$ cat src/rtl/vdp_cpu_port_bridge.sv
// Z80 I/O bridge to the VDP register port. It decodes the port window, synchronises and
// filters the host strobes, queues writes in a FIFO, and orders reads behind those writes.
module vdp_cpu_port_bridge #(
  parameter int unsigned         DEC_BITS   = 4,
  parameter logic [DEC_BITS-1:0] DEC_BASE   = DEC_BITS'(4'b1001),
  parameter int unsigned         PORT_BITS  = 2,
  parameter int unsigned         FILTER_LEN = 3,
  parameter int unsigned         FIFO_DEPTH = 4,
  parameter int unsigned         ADR_W      = 16
) (
  input  logic                          clk_w,
  input  logic                          reset_n_w,
  input  logic [DEC_BITS-1:0]           a_dec,
  input  logic [PORT_BITS-1:0]          a_port,
  input  logic                          iorq_n,
  input  logic                          rd_n,
  input  logic                          wr_n,
  input  logic [7:0]                    cd_in,
  output logic [7:0]                    cd_out,
  output logic                          cd_oe,
  output logic                          csw_n,
  output logic                          csr_n,
  output logic                          wait_n,
  output logic                          vdp_req,
  output logic                          vdp_wrt,
  output logic [ADR_W-1:0]              vdp_adr,
  output logic [7:0]                    vdp_dbo,
  input  logic [7:0]                    vdp_dbi,
  input  logic                          vdp_ack,
  output logic                          ovf,
  input  logic                          ovf_clr,
  output logic [$clog2(FIFO_DEPTH):0]   fifo_level
);

  localparam int unsigned PTR_W = $clog2(FIFO_DEPTH);
  localparam int unsigned LVL_W = PTR_W + 1;
  localparam int unsigned ENT_W = PORT_BITS + 8;
  localparam int unsigned CNT_W = 4;

  typedef enum logic [1:0] {ST_IDLE, ST_WR, ST_RD} state_t;

  logic                          cs;
  logic [1:0]                    strb_m, strb_s;   // [0] write select, [1] read select
  logic [PORT_BITS-1:0]          port_m, port_s;
  logic [7:0]                    data_m, data_s;
  logic [1:0]                    filt_q, filt_nxt;
  logic [1:0][CNT_W-1:0]         cnt_q, cnt_nxt;
  logic                          w_fall, r_fall, r_rise;
  logic [ENT_W-1:0]              mem [FIFO_DEPTH];
  logic [PTR_W-1:0]              wr_ptr, rd_ptr;
  logic [LVL_W-1:0]              level;
  logic                          full, empty, push, pop, rd_ack;
  logic [ENT_W-1:0]              head;
  logic                          rd_pend, rd_valid;
  logic [PORT_BITS-1:0]          rd_port;
  logic [7:0]                    rd_data;
  state_t                        state, state_nxt;
  logic                          req_nxt, wrt_nxt;
  logic [ADR_W-1:0]              adr_nxt;
  logic [7:0]                    dbo_nxt;

  // Host-side decode, deliberately combinational so the selects track the pins.
  assign cs         = (a_dec == DEC_BASE) & ~iorq_n;
  assign csw_n      = ~(cs & ~wr_n);
  assign csr_n      = ~(cs & ~rd_n);
  assign cd_oe      = ~csr_n;
  assign wait_n     = ~reset_n_w | csr_n | rd_valid;
  assign cd_out     = rd_data;
  assign fifo_level = level;

  // Two-flop synchronisers for strobes, port select and data.
  always_ff @(posedge clk_w or negedge reset_n_w) begin
    if (!reset_n_w) begin
      strb_m <= '1;
      strb_s <= '1;
      port_m <= '0;
      port_s <= '0;
      data_m <= '0;
      data_s <= '0;
    end else begin
      strb_m <= {csr_n, csw_n};
      strb_s <= strb_m;
      port_m <= a_port;
      port_s <= port_m;
      data_m <= cd_in;
      data_s <= data_m;
    end
  end

  // A filter flips only after FILTER_LEN consecutive samples disagree with it.
  always_comb begin
    filt_nxt = filt_q;
    cnt_nxt  = '0;
    for (int i = 0; i < 2; i++) begin
      if (strb_s[i] != filt_q[i]) begin
        if (cnt_q[i] == CNT_W'(FILTER_LEN - 1)) begin
          filt_nxt[i] = strb_s[i];
        end else begin
          cnt_nxt[i] = cnt_q[i] + CNT_W'(1);
        end
      end
    end
  end

  always_ff @(posedge clk_w or negedge reset_n_w) begin
    if (!reset_n_w) begin
      filt_q <= '1;
      cnt_q  <= '0;
    end else begin
      filt_q <= filt_nxt;
      cnt_q  <= cnt_nxt;
    end
  end

  // Edges act on the cycle the filter flips; simultaneous read/write falls cancel.
  assign w_fall = filt_q[0] & ~filt_nxt[0] & filt_nxt[1];
  assign r_fall = filt_q[1] & ~filt_nxt[1] & filt_nxt[0];
  assign r_rise = ~filt_q[1] & filt_nxt[1];

  assign full   = (level == LVL_W'(FIFO_DEPTH));
  assign empty  = (level == '0);
  assign push   = w_fall & ~full;
  assign pop    = (state == ST_WR) & vdp_ack;
  assign rd_ack = (state == ST_RD) & vdp_ack;
  assign head   = mem[rd_ptr];

  always_ff @(posedge clk_w) begin
    if (push) mem[wr_ptr] <= {port_s, data_s};
  end

  always_ff @(posedge clk_w or negedge reset_n_w) begin
    if (!reset_n_w) begin
      wr_ptr <= '0;
      rd_ptr <= '0;
      level  <= '0;
      ovf    <= 1'b0;
    end else begin
      if (push) wr_ptr <= wr_ptr + PTR_W'(1);
      if (pop)  rd_ptr <= rd_ptr + PTR_W'(1);
      if (push && !pop)      level <= level + LVL_W'(1);
      else if (pop && !push) level <= level - LVL_W'(1);
      if (w_fall && full) ovf <= 1'b1;
      else if (ovf_clr)   ovf <= 1'b0;
    end
  end

  // Pending read request and the data returned to the host.
  always_ff @(posedge clk_w or negedge reset_n_w) begin
    if (!reset_n_w) begin
      rd_pend  <= 1'b0;
      rd_port  <= '0;
      rd_valid <= 1'b0;
      rd_data  <= '0;
    end else begin
      if (r_fall) begin
        rd_pend <= 1'b1;
        rd_port <= port_s;
      end else if (rd_ack) begin
        rd_pend <= 1'b0;
      end
      if (rd_ack) rd_data <= vdp_dbi;
      if (r_rise)      rd_valid <= 1'b0;
      else if (rd_ack) rd_valid <= 1'b1;
    end
  end

  // Issue FSM: queued writes always drain before a pending read.
  always_comb begin
    state_nxt = state;
    req_nxt   = vdp_req;
    wrt_nxt   = vdp_wrt;
    adr_nxt   = vdp_adr;
    dbo_nxt   = vdp_dbo;
    unique case (state)
      ST_IDLE: begin
        if (!empty) begin
          state_nxt = ST_WR;
          req_nxt   = 1'b1;
          wrt_nxt   = 1'b1;
          adr_nxt   = ADR_W'(head[ENT_W-1:8]);
          dbo_nxt   = head[7:0];
        end else if (rd_pend) begin
          state_nxt = ST_RD;
          req_nxt   = 1'b1;
          wrt_nxt   = 1'b0;
          adr_nxt   = ADR_W'(rd_port);
        end
      end
      ST_WR, ST_RD: begin
        if (vdp_ack) begin
          state_nxt = ST_IDLE;
          req_nxt   = 1'b0;
        end
      end
      default: begin
        state_nxt = ST_IDLE;
        req_nxt   = 1'b0;
      end
    endcase
  end

  always_ff @(posedge clk_w or negedge reset_n_w) begin
    if (!reset_n_w) begin
      state   <= ST_IDLE;
      vdp_req <= 1'b0;
      vdp_wrt <= 1'b0;
      vdp_adr <= '0;
      vdp_dbo <= '0;
    end else begin
      state   <= state_nxt;
      vdp_req <= req_nxt;
      vdp_wrt <= wrt_nxt;
      vdp_adr <= adr_nxt;
      vdp_dbo <= dbo_nxt;
    end
  end

endmodule
$ cat config.mk
export PLATFORM = sky130hd
export DESIGN_NAME = vdp_cpu_port_bridge
export DESIGN_NICKNAME = d
export VERILOG_FILES = /design/src/rtl/vdp_cpu_port_bridge.sv
export SDC_FILE = /design/constraint.sdc
export NUM_CORES = 1
export LEC_CHECK = 0
export CAP_MARGIN = 20
export CORE_MARGIN = 10
export CORE_UTILIZATION = 49
export CTS_BUF_LIST = sky130_fd_sc_hd__clkbuf_8 sky130_fd_sc_hd__clkbuf_16
export DETAILED_ROUTE_END_ITERATION = 8
export MAX_ROUTING_LAYER = met4
export PLACE_DENSITY = 0.75
export SYNTH_ARGS = -nofsm -noshare
export SYNTH_HDL_FRONTEND = slang
export SYNTH_SLANG_ARGS = --single-unit
$ cat constraint.sdc
create_clock -name clk_w -period 5.63 [get_ports clk_w]
set_clock_uncertainty 0.15 [all_clocks]
set_input_delay 0.8445 -clock clk_w [delete_from_list [all_inputs] [get_ports clk_w]]
set_output_delay 0.8445 -clock clk_w [all_outputs]
set_load 0.02 [all_outputs]
==> results_dict.tcl <==
set metrics [dict create \
    ioPinCount 71 \
    numCtsBuffers 9 \
    dpl_cell_area_um2 4810 \
    grt_max_degree 69 \
    hold_path.class "reg2reg" \
    outcome "completed" \
    tns_ns 0 \
    yosysTopAreaCellShare 0.369 \
    layout_commonest_cell "dfrtp_1" \
    required_ns 4.64 \
    grtUsageTotal 0.120 \
    cp_max_fo 3 \
    synth.largest_area_cell "dfrtp_1" \
    grt_pass1_vias 2297 \
    synth_ff_type "dfrtp_1" \
    clk_pin_slew_worst_paths_ns 0.10 \
    final_cell_mix "dfrtp_1 (62), clkdlybuf4s50_1 (55), edfxtp_1 (40), mux2_2 (18), conb_1 (14)" \
    fp.dieW_um 113 \
    drive_gt1_frac 0.178 \
    dr.pass1.iters 4 \
    cts_tree "done" \
    start_kind "input port" \
    core-area_um2 8300 \
    ff2ff_setup_slack_ns 2.86 \
    finalHoldViolations 0 \
    p_leak_uw 0.00203 \
    num_rows 33 \
    finalWirelength_um 7080 \
    power_density_nw_per_um2 394 \
    fin_crit_sh 0.610 \
    syn_avg_cell_area_um2 16.5 \
    die-height_um 113 \
    netlist_area_um2 4200 \
    antenna_found_initial 0 \
    setup_viol 0 \
    grt_pass1_wl_um 11600 \
    finalNetCount 358 \
    post-route-min-period_ns 3.44 \
    n_antenna_cell 0 \
    tightest_slew_ns 0.864 \
    clk_latency_ns 0.37 \
    synth-edff-count 40 \
    place_congestion 0.731 \
    io_buffers 56 \
    root_buffer "clkbuf_8" \
    post_cts_buffers 0 \
    max_freq_ghz 0.291 \
    maxCapViolCount 0 \
    drtIter0Drc 81 \
    hold_buffers 0 \
    cts_resized 0 \
    relSlewSlack 0.424 \
    die-area_um2 12700 \
    avgViaCountPerCell 4.95 \
    cts_buffer_depth 2 \
    synthCells 254 \
    rsz0062_at_grt "no" \
    area_growth_pct 19.7 \
    totalPowerFinal_uw 1980 \
    worstPathArrival_ns 2.44 \
    h-tree-depth 3 \
    final_cell_area_um2 5030 \
    hpwl_um 4970 \
    synth.yosys.seq_area_share 0.693 \
    drcViolationCount 0 \
    ant_nets 0 \
    via_count 2107 \
    synthTopCellsByArea "dfrtp_1 (37%), edfxtp_1 (29%), mux4_2 (5.4%)" \
    path_class "in2out" \
    async_reset_ff_frac 0.630 \
    ys_warn_count 0 \
    drv_slew 0 \
    yosysUniqueCellTypes 40 \
    cp-end-kind "output pin" \
    ys_ff_latch 108 \
    peakVddDrop_uv 231 \
    wl_per_cell_um 16.6 \
    initial_core_util 0.506 \
    grt_overflow 0 \
    clock_sinks 108 \
]
layout make-up:
type | count | area, um2
fillers | 624 | 3270
flip-flops and latches | 108 | 2910
multi-input cells | 129 | 1160
repair buffers | 57 | 563
well taps | 105 | 131
clock buffers | 9 | 124
clock inverters | 7 | 97.6
inverters | 11 | 41.3
per-layer routing:
layer / GRT usage / vias up / routed length [um]
li1: - / 993 / -
met4: 0.0533 / 0 / 116
met5: - / - / 0
met2: 0.190 / 49 / 3700
met1: 0.133 / 1056 / 2910
met3: 0.0421 / 9 / 346
sequential cells by signal (all words and copies together), names as in the netlist, 3 cells and up:
name and count:
fifo_level 3, cd_out 8, mem 40, cnt_q 8
data_m 8, vdp_dbo 8, data_s 8
path summary, 6_finish.rpt:
| check | endpoint | depth (start not counted) | startpoint |
|---|---|---|---|
| worst max-delay path | wait_n | 5 | a_dec[2] |
| worst min-delay path | data_s[0] | 0 | data_m[0] |
| worst max register to register | fifo_level[2] | 11 | cnt_q[4] |
| worst min register to register | data_s[0] | 0 | data_m[0] |
| max in group asynchronous | data_m[1] | 2 | reset_n_w |
| min in group asynchronous | data_m[2] | 2 | reset_n_w |
through the flow:
step           setup WS, ns  hold slack [ns]  utilization  cells
2_1_floorplan          2.70            0.181            -    267
3_3_place_gp           2.28            0.184        0.580    410
3_5_place_dp           2.17            0.185        0.580    410
4_1_cts                2.16            0.198        0.606    426
5_1_grt                2.02            0.204        0.606    426
6_report               2.19            0.198        0.606    426
power by group:
part	switching, uW	internal [uW]	total [uW]
clock network	256	254	510
registers	89.1	893	982
logic	215	273	489
critical path, cell delays in order:
cell             delay [ns]
clkdlybuf4s50_1        0.40
nand4bb_1              0.21
nor3_1                 0.30
nand3b_1               0.12
clkdlybuf4s50_1        0.57
cell families after synthesis:
| kind of cell | Yosys count | synth area share |
|---|---|---|
| fa+ha+maj | 13 | 0.0405 |
| other cells | 1 | 0.000893 |
| compound gates | 16 | 0.0235 |
| buf+inv | 30 | 0.0420 |
| mux | 32 | 0.114 |
| simple gates | 42 | 0.0610 |
| flops | 108 | 0.693 |
| xor+xnor | 12 | 0.0250 |
Yosys cell counts (2+ instances only):
cell type   n
dfrtp_1    62
edfxtp_1   40
mux2_2     18
buf_4      14
ha_1       12
inv_1      11
nor2_1     11
mux4_2     10
nand2_1    10
a21oi_1     7
dfstp_2     6
xnor2_1     6
xor2_1      6
and2_1      4
o22ai_1     4
buf_2       3
nand3_1     3
mux2_1      2
mux2_4      2
nand2b_1    2
nor3b_2     2
(Power assumes the default switching activity.)
